`config.mk`:
```
export PLATFORM = sky130hd
export DESIGN_NAME = control_sequencer
export DESIGN_NICKNAME = d
export VERILOG_FILES = /design/src/rtl/control_sequencer.sv
export SDC_FILE = /design/constraint.sdc
export NUM_CORES = 1
export LEC_CHECK = 0
export CORE_MARGIN = 1.5
export CORE_UTILIZATION = 35
export CTS_CLUSTER_DIAMETER = 120
export CTS_CLUSTER_SIZE = 28
export DETAILED_ROUTE_END_ITERATION = 8
export PLACE_DENSITY_LB_ADDON = 0.2
export SLEW_MARGIN = 5
export SYNTH_ARGS = -nofsm -noshare
export SYNTH_HDL_FRONTEND = slang
export SYNTH_SLANG_ARGS = --single-unit
export TNS_END_PERCENT = 30
```
`constraint.sdc`:
```
create_clock -name clk -period 1.8 [get_ports clk]
set_clock_uncertainty 0.2 [all_clocks]
set_input_delay 0.36 -clock clk [delete_from_list [all_inputs] [get_ports clk]]
set_output_delay 0.36 -clock clk [all_outputs]
set_load 0.01 [all_outputs]
```
`src/rtl/control_sequencer.sv`:
```
`default_nettype none
// ============================================================================
//  Module      : control_sequencer
//  Description : Microcoded-style control unit for a small accumulator CPU.
//                Fetches an instruction over a shared bus (PC -> AR, MEM -> IR),
//                decodes it and issues bus source/destination selects, memory
//                requests and ALU strobes until the instruction retires.
//  Revision    : 1.0 - initial release
// ----------------------------------------------------------------------------
//  Ports
//    clk        in   single clock, rising-edge
//    rstn       in   asynchronous active-low reset
//    start      in   begin/resume execution (IDLE or HALT only)
//    ir_in      in   [3:0] opcode, [7:4] register field
//    mem_ack    in   memory completion, meaningful only while mem_req=1
//    wr_sel     out  bus destination (0 none, 1-5 R1-R5, 6 AR, 7 AC, 8 IR, 9 PC)
//    rd_sel     out  bus source (as wr_sel, plus 10 MEM, 11 ALU)
//    mem_req    out  memory request, held until mem_ack
//    mem_we     out  memory write qualifier
//    alu_add    out  ALU computes AC + bus operand
//    pc_inc     out  one-cycle PC increment strobe
//    halted     out  high in HALT
//    err        out  sticky illegal-instruction flag
//    instr_cnt  out  retired-instruction count (wraps silently)
//  Configuration
//    ILLEGAL_TRAP_EN  defined  : illegal instruction sets err and halts
//                     undefined: illegal instruction executes as NOP, err=0
// ============================================================================
module control_sequencer #(
  parameter int CNT_W = 16
) (
  input  logic             clk,
  input  logic             rstn,
  input  logic             start,
  input  logic [7:0]       ir_in,
  input  logic             mem_ack,
  output logic [3:0]       wr_sel,
  output logic [3:0]       rd_sel,
  output logic             mem_req,
  output logic             mem_we,
  output logic             alu_add,
  output logic             pc_inc,
  output logic             halted,
  output logic             err,
  output logic [CNT_W-1:0] instr_cnt
);

  localparam logic [3:0] c_SEL_NONE = 4'd0;
  localparam logic [3:0] c_SEL_R1   = 4'd1;
  localparam logic [3:0] c_SEL_AR   = 4'd6;
  localparam logic [3:0] c_SEL_AC   = 4'd7;
  localparam logic [3:0] c_SEL_IR   = 4'd8;
  localparam logic [3:0] c_SEL_PC   = 4'd9;
  localparam logic [3:0] c_SEL_MEM  = 4'd10;
  localparam logic [3:0] c_SEL_ALU  = 4'd11;

  typedef enum logic [2:0] {
    S_IDLE   = 3'd0,
    S_F_AR   = 3'd1,
    S_F_MEM  = 3'd2,
    S_DECODE = 3'd3,
    S_X_AR   = 3'd4,
    S_X_MEM  = 3'd5,
    S_X_REG  = 3'd6,
    S_HALT   = 3'd7
  } state_t;

  state_t           state_q, state_d;
  logic [CNT_W-1:0] cnt_q;
  logic             w_retire;
  logic             w_trap;

  logic [3:0] w_op;
  logic [3:0] w_rf;
  logic       w_rf_ok;
  logic       w_illegal;

  assign w_op    = ir_in[3:0];
  assign w_rf    = ir_in[7:4];
  assign w_rf_ok = (w_rf >= 4'd1) && (w_rf <= 4'd5);
  // Opcodes 8-15 are undefined; register-moving ops need a real register R1-R5.
  // JMP always sources R1, so its register field is don't-care.
  assign w_illegal = w_op[3] |
                     (((w_op == 4'd3) || (w_op == 4'd4) || (w_op == 4'd5)) && !w_rf_ok);

  // Outputs are decoded combinationally from the registered state so that the
  // memory-acknowledge cycle can complete its bus transfer in the same cycle,
  // and so that an asynchronous reset clears them immediately.
  always_comb begin
    state_d  = state_q;
    wr_sel   = c_SEL_NONE;
    rd_sel   = c_SEL_NONE;
    mem_req  = 1'b0;
    mem_we   = 1'b0;
    alu_add  = 1'b0;
    pc_inc   = 1'b0;
    halted   = 1'b0;
    w_retire = 1'b0;
    w_trap   = 1'b0;
    case (state_q)
      S_IDLE: begin
        if (start) state_d = S_F_AR;
      end
      S_F_AR: begin
        rd_sel  = c_SEL_PC;
        wr_sel  = c_SEL_AR;
        state_d = S_F_MEM;
      end
      S_F_MEM: begin
        mem_req = 1'b1;
        if (mem_ack) begin
          rd_sel  = c_SEL_MEM;
          wr_sel  = c_SEL_IR;
          pc_inc  = 1'b1;
          state_d = S_DECODE;
        end
      end
      S_DECODE: begin
        if (w_illegal) begin
`ifdef ILLEGAL_TRAP_EN
          w_trap  = 1'b1;
          state_d = S_HALT;
`else
          w_retire = 1'b1;
          state_d  = S_F_AR;
`endif
        end else begin
          case (w_op)
            4'd1, 4'd2:             state_d = S_X_AR;
            4'd3, 4'd4, 4'd5, 4'd6: state_d = S_X_REG;
            4'd7: begin
              w_retire = 1'b1;
              state_d  = S_HALT;
            end
            default: begin
              w_retire = 1'b1;
              state_d  = S_F_AR;
            end
          endcase
        end
      end
      S_X_AR: begin
        rd_sel  = c_SEL_R1;
        wr_sel  = c_SEL_AR;
        state_d = S_X_MEM;
      end
      S_X_MEM: begin
        mem_req = 1'b1;
        if (w_op == 4'd2) begin
          // STORE drives AC onto the bus for the whole access.
          mem_we = 1'b1;
          rd_sel = c_SEL_AC;
        end else if (mem_ack) begin
          rd_sel = c_SEL_MEM;
          wr_sel = c_SEL_AC;
        end
        if (mem_ack) begin
          w_retire = 1'b1;
          state_d  = S_F_AR;
        end
      end
      S_X_REG: begin
        case (w_op)
          4'd3: begin rd_sel = c_SEL_AC; wr_sel = w_rf; end
          4'd4: begin rd_sel = w_rf; wr_sel = c_SEL_AC; end
          4'd5: begin rd_sel = c_SEL_ALU; wr_sel = c_SEL_AC; alu_add = 1'b1; end
          4'd6: begin rd_sel = c_SEL_R1; wr_sel = c_SEL_PC; end
          default: ;
        endcase
        w_retire = 1'b1;
        state_d  = S_F_AR;
      end
      S_HALT: begin
        halted = 1'b1;
        if (start) state_d = S_F_AR;
      end
      default: state_d = S_IDLE;
    endcase
  end

  always_ff @(posedge clk or negedge rstn) begin
    if (!rstn) begin
      state_q <= S_IDLE;
      cnt_q   <= '0;
    end else begin
      state_q <= state_d;
      if (w_retire) cnt_q <= cnt_q + CNT_W'(1);
    end
  end

  assign instr_cnt = cnt_q;

`ifdef ILLEGAL_TRAP_EN
  logic err_q;

  always_ff @(posedge clk or negedge rstn) begin
    if (!rstn) begin
      err_q <= 1'b0;
    end else if (w_trap) begin
      err_q <= 1'b1;
    end
  end

  assign err = err_q;
`else
  assign err = 1'b0;
`endif

endmodule
`default_nettype wire

```
==> impl_metrics.toml, run 1 <==
[outcome]
status = "finished with violations"
violations = "negative setup slack"

[floorplanning]
die_x_um = 65.2
dieHeight_um = 65.2
initial_utilization_pct = 36.7
io_pins = 42
rows = 22
core_area_um2 = 3690
die_area_um2 = 4250

[pwr]
p_total_mw = 2.95
peakVddDrop_uv = 731
p_leak_nw = 1.18
power_density_nw_per_um2 = 1230

[setup_path]
crit_type = "register to output pin"
regToRegStartpoint = "state_q[0]"
critPathArrivalTime_ns = 1.59
worstPathMaxFanout = 4
crit_chain = "buf_6 > nor2_4 > buf_6 > o2111ai_2 > a221oi_2 > buf_2"
cp_num_buf_inv = 3
path_delay_family = "flip-flops"
start_kind = "register"
max_stage_delay_ns = 0.45
cp.required_ns = 1.24
critPathMostFrequentCell = "buf_6"
cp-end-kind = "output pin"
cp_slowest_cell = "dfrtp_2"
crit_path_start = "state_q[0]"

[cts]
clkSlewWorstSetupHoldPaths_ns = 0.08
cts_max_level = 1
numCtsBuffers = 3
clock-sinks = 19
cts_buffer_depth = 2
cts_tree = "built"
insertion_delay_ns = 0.26
cts-root-buf = "clkbuf_8"

[global_routing]
gr-total-overflow = 0
grt_pass1_vias = 1523
grt_usage_pct = 20.9
grt_max_degree = 20
antenna_found_initial = 0
grt_pass1_wl_um = 7110

[routing]
vias_per_cell = 5.49
drt-initial-drc-count = 84
wire_per_inst_um = 15.8
drc_errors = 0
first_pass_iters = 4
drtAntennaViolNets = 0
via_count = 1609
routed_wl_um = 4630

[sta]
hold_violations = 0
holdWs_ns = 0.241
post-route-min-period_ns = 2.15
fmax_mhz = 465
fin_crit_sh_pct = 120
tns_ns = -5.62
maxSlewViolCount = 0
setup_ws_ns = -0.352
rsz0062_at_grt = "yes"
setup_viol = 29

[flow_run]
maxCapViolCount = 0

[yosys]
synthFlopType = "dfrtp_1"
netlist_area_um2 = 1350
syn_inst = 159
async_flop_share_pct = 100
ys_seq_elements = 19
ys_seq_area_share_pct = 35.1
yosys.cell_types.count = 45
ys_warn_count = 0
syn_nets = 172
synth.avg_cell_area_um2 = 8.51
synth-edff-count = 0

[cells_and_area]
final_common_cell = "buf_4"
layout-drive-gt1-share_pct = 43.7
final_nets = 259
multi_input_area_um2 = 1000
nFillCells = 309
area_growth_pct = 77.6
num_antenna_cells = 0
ff_latch_area_um2 = 479
final_cell_mix = "buf_4, buf_6, dfrtp_1, xnor2_1, buf_2"

[min_path]
hp-class = "input port to async pin"

[placed_design]
gp_congestion = 0.827
hpwl_um = 2860
port_buffers = 40
sequential cells by signal, indices dropped and copies added (netlist names):
register,cells
instr_cnt,16
state_q,3
Yosys cell counts (all sizes together) (2+ instances only):
library cell | number | area [µm²]
nand3b | 4 | 30.0
buf | 3 | 22.5
nand2b | 3 | 18.8
a21oi | 5 | 25.0
nand2 | 13 | 48.8
nor2 | 8 | 30.0
o22ai | 2 | 12.5
and4b | 2 | 20.0
nand4 | 8 | 50.1
xnor2 | 15 | 131
nor3 | 3 | 15.0
a221oi | 2 | 17.5
clkbuf | 8 | 31.3
nand3 | 9 | 45.0
a211oi | 3 | 22.5
o21ai | 10 | 53.8
o21bai | 3 | 22.5
and3 | 6 | 37.5
dfrtp | 19 | 475
mux2i | 2 | 20.0
nor2b | 5 | 31.3
and2 | 2 | 12.5
inv | 5 | 18.8
a31oi | 2 | 12.5
logic make-up (layout without fill, tap and decap cells):
kind of cell / count (synthesis) / after routing / synth area share (%)
AO/OA/AOI/OAI: 36 / 37 / 18.5
XOR/XNOR: 16 / 16 / 10.4
adder cells (fa/ha/maj): 1 / 1 / 0.924
buffers and inverters: 16 / 101 / 5.36
flip-flops: 19 / 19 / 35.1
multiplexers: 3 / 3 / 2.31
other: 1 / 1 / 0.277
AND/OR/NAND/NOR: 67 / 67 / 27.2
power by group:
| group | leakage [nW] | internal, mW | switching, mW |
|---|---|---|---|
| logic | 0.907 | 1.06 | 0.955 |
| clock network | 0.0255 | 0.154 | 0.144 |
| registers | 0.247 | 0.532 | 0.101 |
through the flow:
step	instances	setup slack (ns)	utilization, %	instance area [µm²]
floorplan	159	-0.0732	-	1370
global placement	270	-0.985	55.0	2030
detailed placement	270	-1.02	55.0	2030
CTS	285	-0.318	60.7	2240
global route	293	-0.412	65.2	2400
finish	293	-0.352	65.2	2400
per-layer routing:
| metal | part of all wire (%) | track usage, % | vias to the layer above |
|---|---|---|---|
| met5 | 0 | 0 | - |
| met4 | 2.6 | 7.55 | 0 |
| met3 | 4.8 | 1.54 | 16 |
| met2 | 52 | 37.6 | 66 |
| met1 | 40 | 26.2 | 777 |
| li1 | - | - | 750 |
repair_timing:
item                                    CTS  global route
endpoints found under the setup margin   36            38
resized for setup                       110            32
hold buffers                              0             0
gates cloned                              1             1
setup buffers                            10             7
pin swaps                                20            14
worst paths after layout:
path	endpoint	slack, ns	cells after the start
worst max-delay path	rd_sel[0]	-0.35	6
worst min-delay path	instr_cnt[7]	0.24	2
max in group asynchronous	state_q[0]	0.94	2
worst max register to register	instr_cnt[1]	-0.23	6
min in group clk	instr_cnt[15]	0.27	1
worst min register to register	instr_cnt[15]	0.27	1
cell type report:
class,count,area share (%)
repair buffers,92,33.2
inverters,5,0.884
clock inverters,1,0.208
flip-flops and latches,19,19.9
clock buffers,3,1.72
well taps,48,2.50
multi-input cells,125,41.6
(Power assumes the default switching activity.)
==> run 2, diff against run 1 <==
--- a/config.mk
+++ b/config.mk
@@ -5,13 +5,14 @@
 export SDC_FILE = /design/constraint.sdc
 export NUM_CORES = 1
 export LEC_CHECK = 0
+export CAP_MARGIN = 20
 export CORE_MARGIN = 1.5
 export CORE_UTILIZATION = 35
 export CTS_CLUSTER_DIAMETER = 120
 export CTS_CLUSTER_SIZE = 28
 export DETAILED_ROUTE_END_ITERATION = 8
 export PLACE_DENSITY_LB_ADDON = 0.2
-export SLEW_MARGIN = 5
+export SLEW_MARGIN = 0
 export SYNTH_ARGS = -nofsm -noshare
 export SYNTH_HDL_FRONTEND = slang
 export SYNTH_SLANG_ARGS = --single-unit
==> results of run 2 <==
No change in the layout: final DEF, timing and power equal those of run 1.
==> run 3, diff against run 2 <==
==> constraint.sdc (replaced) <==
create_clock -name clk -period 2.4 [get_ports clk]
set_clock_uncertainty 0.2 [all_clocks]
set_input_delay 0.48 -clock clk [delete_from_list [all_inputs] [get_ports clk]]
set_output_delay 0.48 -clock clk [all_outputs]
set_load 0.01 [all_outputs]
==> run 3 against run 2 <==
  * The run now ends clean
  * Design area decreased by 11%
  * Wire length down 17%
  * First-iteration DRC count increased by 30%
  * Sequential share of layout area increased by 2.5 points
  * Clock power down 28%
  * Sequential cell count unchanged
  * Critical path type is now input port to output pin
  * Critical endpoint is now rd_sel[3]
  * Largest cell class unchanged
==> impl_metrics.toml, run 3 (synthesis gave the netlist of run 1 again) <==
[sta]
rsz0062_at_grt = "yes"
setup_viol = 0
maxSlewViolCount = 0
hold_violations = 0
post-route-min-period_ns = 2.37
fmax_mhz = 422
fin_crit_sh_pct = 98.6
max_slew_margin_pct = 64.6
worst_slew_pin_slew_ns = 0.526

[routing]
first_pass_iters = 4
drtAntennaViolNets = 0
via_count = 1472
vias_per_cell = 5.28
routed_wl_um = 3860
drt-initial-drc-count = 109
drc_errors = 0
wire_per_inst_um = 13.8

[setup_path]
cp-end-kind = "output pin"
start_kind = "input port"
r2r_end = "instr_cnt[1]"
cp_slowest_cell = "or3_4"
path_delay_family = "simple AND/OR/NAND/NOR gates"
crit_type = "input port to output pin"
crit_path_start = "ir_in[1]"
cp_num_buf_inv = 2
worst-r2r-cell-count = 6
worstPathMaxFanout = 4
critPathArrivalTime_ns = 1.69
ff2ff_setup_slack_ns = 0.22
crit_chain = "clkdlybuf4s15_1 > nand2b_4 > or3_4 > nand2_4 > nand2_1 > a211o_1 > buf_2"
max_stage_delay_ns = 0.37
regToRegStartpoint = "state_q[0]"
cp.required_ns = 1.72

[cells_and_area]
final_common_cell = "buf_4"
design_area_um2 = 2140
num_antenna_cells = 0
largest_reg_flops = 16
layout-drive-gt1-share_pct = 31.2
final_nets = 245
final_cell_mix = "buf_4, clkdlybuf4s50_1, dfrtp_1, xnor2_1, nand2_1"
area_growth_pct = 58.0

[floorplanning]
io_pins = 42
rows = 22
die_x_um = 65.2
core_area_um2 = 3690
die_area_um2 = 4250
initial_utilization_pct = 36.7
dieHeight_um = 65.2

[flow_run]
maxCapViolCount = 0

[cts]
cts-root-buf = "clkbuf_8"
cts_tree = "built"
numCtsBuffers = 3
cts_buffer_depth = 2
hold_buffers = 0
clkSlewWorstSetupHoldPaths_ns = 0.07
cts_max_level = 1
clock-sinks = 19
insertion_delay_ns = 0.25

[pwr]
peakVddDrop_uv = 388
p_total_mw = 1.75
power_density_nw_per_um2 = 819
p_leak_nw = 0.939

[global_routing]
top_usage_layer = "met2"
antenna_found_initial = 0
grt_pass1_vias = 1439
grt_use_met1_pct = 24.8
grt_usage_pct = 19.2
grt_max_degree = 20
grt_pass1_wl_um = 6630
use_met2_pct = 34.3
grtUsageMet3_pct = 1.37
gr-total-overflow = 0

[placed_design]
hpwl_um = 2940
place_area_um2 = 2020
port_buffers = 40
gp_congestion = 0.875

[min_path]
min_from = "instr_cnt[15]"
hp-class = "register to register"
holdPathEnd = "instr_cnt[15]"
hold_depth = 1

[outcome]
status = "complete, no violations"
[run 3: power breakdown]
| group | internal [mW] | switching (mW) |
|---|---|---|
| Sequential | 0.399 | 0.124 |
| Clock | 0.118 | 0.0985 |
| Combinational | 0.528 | 0.487 |
[run 3: cell type report]
type / instances / area, µm²
sequential: 19 / 479
tap: 48 / 60.1
clock buffer: 4 / 45.0
inverter: 5 / 18.8
fill: 354 / 1550
timing repair buffer: 79 / 657
multi-input combinational: 124 / 880
[run 3: worst max path at each step]
stage	to	slack [ns]	cells after the start
2_1_floorplan	rd_sel[3]	0.23	5
3_3_place_gp	rd_sel[3]	-0.67	7
3_5_place_dp	wr_sel[2]	-0.70	7
4_1_cts	rd_sel[3]	-0.02	7
5_1_grt	rd_sel[0]	-0.02	6
6_report	rd_sel[3]	0.03	7
[run 3: routing by layer]
layer  share of wire (%)  wire length (µm)
met5                   0                 0
met4                 1.2                46
met3                 4.6               177
met2                  50              1940
met1                  44              1690
[run 3: repair_timing]
action,CTS,global route
setup buffers,1,4
gates resized for setup,59,10
pin swaps,4,5
gates cloned,0,0
endpoints found under the setup margin,27,11
[run 3: through the flow]
stage                     setup slack, ns  hold WS, ns  setup TNS [ns]  cells  utilization (%)
final                              0.0324        0.277               0    279             58.0
after global routing              -0.0238        0.323         -0.0265    279             58.0
after CTS                         -0.0243        0.275         -0.0300    275             56.9
after detailed placement           -0.698        0.265          -11.07    270             54.6
after global placement             -0.667        0.259          -10.48    270             54.6
after floorplan                     0.233      -0.0156               0    159                -
==> variant 1, RTL diff (flow settings as in run 1) <==
The parameter `CNT_W` goes from 16 to 20.
--- a/src/rtl/control_sequencer.sv
+++ b/src/rtl/control_sequencer.sv
@@ -28,5 +28,5 @@
 // ============================================================================
 module control_sequencer #(
-  parameter int CNT_W = 16
+  parameter int CNT_W = 20
 ) (
   input  logic             clk,
Interface: changed (resized instr_cnt); port bits go from 42 to 46. No check against the original RTL was run, so the function may have changed too.
==> variant 1 against run 1 <==
The run still ends with setup timing left. Synthesized area grew 11%. Combinational power increased by 21%. Wire length is 13% higher. Count of clock-buffer cells in the layout increased by 1. Final area rose by 20%. Setup slack got worse by 93 ps. Power grew 21%. Sequential cell count rose by 4. Largest cell class unchanged.
==> variant 1: results (changes against run 1) <==
[place]
dpl.hpwl_mm = 3.588  ; +25%
io_buffers = 44  ; +10%
routabilityCongestion = 0.7745  ; -6.3%
place_area_um2 = 2567  ; +27%
dp_worst_setup_slack_ps = -1091  ; -69.18 ps

[clock_tree]
htreeDepth = 1  ; unchanged
clockBufferDepth = 2  ; unchanged
cts_root_buf = clkbuf_8
cts_buffers = 3  ; unchanged
clock_latency_ps = 270
clkTransAtPathRegs_ps = 80  ; about the same

[layout]
fin_nets = 291  ; +12%
antennaDiodeCount = 0  ; unchanged
drive_above_1_share = 0.5126  ; +0.07590
syn_to_final_growth_pct = 92.17
n_fill_cell = 315  ; +1.9%
largest_register_ffs = 20  ; +4

[timing]
finalSetupViolCount = 35  ; +21%
setup_ws_ps = -444.9  ; -92.89 ps
tightestPinTransition_ps = 526.0

[detailed_routing]
vias = 1737  ; +8.0%
dr.pass1.iters = 4  ; unchanged
drt_first_iter_violations = 82  ; -2.4%
wire_per_inst_um = 15.96  ; +1.1%

[power_and_ir_drop]
leakage_nw = 1.369  ; +16%
switching_share = 0.4082  ; +0.0009102
p_clk_frac = 0.092  ; -0.009
switchingPower_mw = 1.450  ; +21%
sequentialPower_mw = 0.780  ; +23%
vdd_drop_max_mv = 0.6263  ; -14%

[grt]
grt_pass1_wl_mm = 8.114  ; +14%
grt_start_max_net_pins = 24  ; +20%
first_global_vias = 1734  ; +14%
track_usage = 0.2368  ; +0.02741
antenna_found_initial = 0  ; unchanged

[setup_path]
worstSetupPathType = flip-flop to flip-flop
cpPeakStageDelay_ps = 560  ; +110 ps
cp.arrival_ps = 2240  ; +650 ps
critPathMaxFanout = 4  ; unchanged
slowest_stage = or4_4
crit_family = simple AND/OR/NAND/NOR gates

[floorplanning]
fp.coreArea_um2 = 4058  ; +10%

[synthesis]
synth_ff_type = dfrtp_1
synth-async-reset-ratio = 1.000  ; unchanged
synthDistinctLibCells = 45  ; unchanged
ys_seq_area_frac = 0.3830  ; +0.03181
synthTopCellsByCount = dfrtp_1, xor2_1, nand2_1
synth_nets = 186  ; +8.1%
synthTopCellsByArea = dfrtp_1, xor2_1, nand2_1, nand3_1, nor2_1
yosys_warnings = 0  ; unchanged

[run_status]
violations = setup timing
status = finished, violations left

[hold_path]
hold_path.class = input pin to asynchronous set/reset pin

variant 1: timing repair:
item | 4_1_cts | 5_1_grt
setup endpoints to repair | 51 | 39
pin swaps | 29 | 14
resized for setup | 149 | 9
buffers inserted | 11 | 2
variant 1: path summary, 6_finish.rpt:
path                          startpoint             to  depth (start not counted)
hold reg to reg            instr_cnt[19]  instr_cnt[19]                          1
setup reg to reg              state_q[1]  instr_cnt[19]                          6
max in group asynchronous           rstn   instr_cnt[8]                          2
hold / removal                      rstn  instr_cnt[10]                          2
setup / recovery              state_q[1]  instr_cnt[19]                          6
min in group clk           instr_cnt[19]  instr_cnt[19]                          1
variant 1: layer usage:
layer  wire length (um)  track usage  vias up
li1                   -            -      831
met1               2104       0.2668      843
met2               2805       0.4459       56
met3                207      0.02435        7
met4                103       0.1025        0
met5                  0            0        -
variant 1: cell type report:
class	instances	area share
Clock buffer	4	0.01560
Inverter	6	0.007799
Timing Repair Buffer	108	0.3185
Multi-Input combinational cell	136	0.4367
Sequential cell	23	0.1997
Tap cell	50	0.02166
variant 1: metrics by stage:
stage,cells,TNS (ps),hold slack (ps)
floorplan,173,-4633,-135.6
global placement,313,-26790,259.3
detailed placement,313,-27640,270.1
CTS,325,-9089,251.1
global route,327,-12840,264.1
finish,327,-10700,238.6
variant 1: logic make-up (layout without fill, tap and decap cells):
family | count (synthesis) | count (layout) | synth area share
buffers and inverters | 14 | 118 | 0.04246
adder cells (fa/ha/maj) | 1 | 1 | 0.008325
multiplexers | 1 | 1 | 0.007493
AND/OR/NAND/NOR | 79 | 79 | 0.2939
AO/OA/AOI/OAI | 35 | 35 | 0.1515
flip-flops | 23 | 23 | 0.3830
other | 1 | 1 | 0.002496
XOR/XNOR | 19 | 19 | 0.1107
==> variant 2, RTL diff (settings of run 1) <==
Without the edit above. Encoding of `state_t`: now one-hot (8 bits for 8 states).
--- a/src/rtl/control_sequencer.sv
+++ b/src/rtl/control_sequencer.sv
@@ -55,13 +55,13 @@
   localparam logic [3:0] c_SEL_ALU  = 4'd11;
 
-  typedef enum logic [2:0] {
-    S_IDLE   = 3'd0,
-    S_F_AR   = 3'd1,
-    S_F_MEM  = 3'd2,
-    S_DECODE = 3'd3,
-    S_X_AR   = 3'd4,
-    S_X_MEM  = 3'd5,
-    S_X_REG  = 3'd6,
-    S_HALT   = 3'd7
+  typedef enum logic [7:0] {
+    S_IDLE   = 8'b00000001,
+    S_F_AR   = 8'b00000010,
+    S_F_MEM  = 8'b00000100,
+    S_DECODE = 8'b00001000,
+    S_X_AR   = 8'b00010000,
+    S_X_MEM  = 8'b00100000,
+    S_X_REG  = 8'b01000000,
+    S_HALT   = 8'b10000000
   } state_t;
 
Formal check against the unedited RTL: same outputs for any inputs over 10 cycles, from zero or initial values and one cycle with rstn low; not proved beyond that.
==> variant 2 against run 1 <==
The flow still finishes with violations (setup timing). Power fell by 26%. Sequential power up 6.8%. Final cell count rose by 16%. Final area up 18%. Sequential cell count rose by 5. Wire length rose by 14%. Utilization shrank 0.83 points. Synthesized area up 21%. Setup slack worse by 480 ps. Hold slack improved by 10 ps. Largest cell class unchanged.
==> variant 2: results (changes against run 1) <==
[run_status]
status = finished, violations left
violations = setup timing

[synthesis]
synthDistinctLibCells = 52  ; +16%
synth_nets = 194  ; +13%
ys_seq_area_frac = 0.3677  ; +0.01654
synthTopCellsByCount = dfrtp_1, xnor2_1, nor2_1
synth-async-reset-ratio = 1.000  ; unchanged
yosys_warnings = 0  ; unchanged
synthTopCellsByArea = dfrtp_1, xnor2_1, nor2_1, a21oi_1, o21ai_0

[layout]
drive_above_1_share = 0.4498  ; +0.01309
antennaDiodeCount = 0  ; unchanged
largest_register_ffs = 16  ; unchanged
n_fill_cell = 352  ; +14%
fin_nets = 303  ; +17%

[clock_tree]
clkTransAtPathRegs_ps = 90
clock_latency_ps = 270
cts_buffers = 3  ; unchanged
clockBufferDepth = 2  ; unchanged
cts_root_buf = clkbuf_8
htreeDepth = 1  ; unchanged

[place]
routabilityCongestion = 0.8302  ; +0.41%
place_area_um2 = 2451  ; +21%
dpl.hpwl_mm = 3.469  ; +21%
io_buffers = 40  ; unchanged

[timing]
finalSetupViolCount = 35  ; +21%
setup_tns_ps = -13550  ; -7927 ps
setup_ws_ps = -837.0  ; -485.0 ps

[setup_path]
critPathMaxFanout = 3  ; -1
cp.arrival_ps = 2080  ; +490 ps

[detailed_routing]
wirelength_mm = 5.252  ; +14%
drt_first_iter_violations = 79  ; -6.0%
dr.pass1.iters = 4  ; unchanged
vias = 1794  ; +11%

[power_and_ir_drop]
leakage_nw = 1.390  ; +18%
vdd_drop_max_mv = 0.3972  ; -46%

[grt]
track_usage = 0.2049  ; -0.004453
antenna_found_initial = 0  ; unchanged
grt_start_max_net_pins = 25  ; +25%
grt_pass1_wl_mm = 8.500  ; +20%

[hold_path]
hold_path.class = input pin to asynchronous set/reset pin

[variant 2: cell types whose count changed after synthesis, moves of 4 or more]
| cell | before | now |
|---|---|---|
| buf_2 | 0 | 7 |
| xnor2_1 | 15 | 19 |
| o21ai_1 | 0 | 4 |
| dfrtp_1 | 19 | 23 |
| a21oi_1 | 5 | 10 |
| clkbuf_1 | 7 | 1 |
| nor3_1 | 3 | 7 |
| nor2_1 | 8 | 14 |
| nand2_1 | 13 | 6 |
| nand4_1 | 8 | 1 |
[variant 2: per-layer routing]
metal | vias up | global-route usage | part of all wire
met1 | 863 | 0.2832 | 0.49
met4 | 0 | 0.05031 | 0.011
met2 | 42 | 0.3323 | 0.47
li1 | 881 | - | -
met3 | 8 | 0.03938 | 0.032
met5 | - | 0 | 0
[variant 2: through the flow]
| stage | setup WS (ps) | util | std cells |
|---|---|---|---|
| floorplan | -498.1 | - | 181 |
| global placement | -1054 | 0.5553 | 314 |
| detailed placement | -1063 | 0.5553 | 314 |
| CTS | -802.5 | 0.6131 | 335 |
| global route | -920.8 | 0.6437 | 341 |
| finish | -837.0 | 0.6437 | 341 |
[variant 2: worst max-delay path: stages, from the launching register on]
cell and delay (ps):
dfrtp_1 410, nor3_4 230, nand2_2 90, or4_4 450, buf_6 140, a2111oi_4 200
or3_1 160, buf_2 120
[variant 2: cells by family after synthesis]
logic type / synth area share
AND/OR/NAND/NOR: 0.2393
AO/OA/AOI/OAI: 0.2118
flip-flops: 0.3677
XOR/XNOR: 0.1017
buffers and inverters: 0.05581
multiplexers: 0.01376
adder cells (fa/ha/maj): 0.007644
other: 0.002291
[variant 2: power by group]
group	switching, mW	internal [mW]	total, mW
clock network	0.170	0.195	0.366
logic	0.509	0.617	1.13
registers	0.0681	0.607	0.675
[variant 2: final timing paths]
kind,startpoint,to,slack [ps],depth (start not counted)
max,state_q[2],rd_sel[0],-840,7
min,rstn,state_q[4],250,2
max reg2reg,state_q[6],state_q[0],-350,12
min reg2reg,instr_cnt[15],instr_cnt[15],270,1
max in group asynchronous,rstn,state_q[0],850,2
min in group clk,instr_cnt[15],instr_cnt[15],270,1
[variant 2: cell type report]
class / count / share of cell area
Clock buffer: 4 / 0.01937
Timing Repair Buffer: 115 / 0.3377
Tap cell: 52 / 0.02290
Sequential cell: 24 / 0.2127
Inverter: 7 / 0.009247
Multi-Input combinational cell: 139 / 0.3981
[variant 2: timing repair]
action,CTS,global route
setup endpoints to repair,41,42
gates resized for setup,106,22
pin swaps,25,7
buffers inserted,18,6
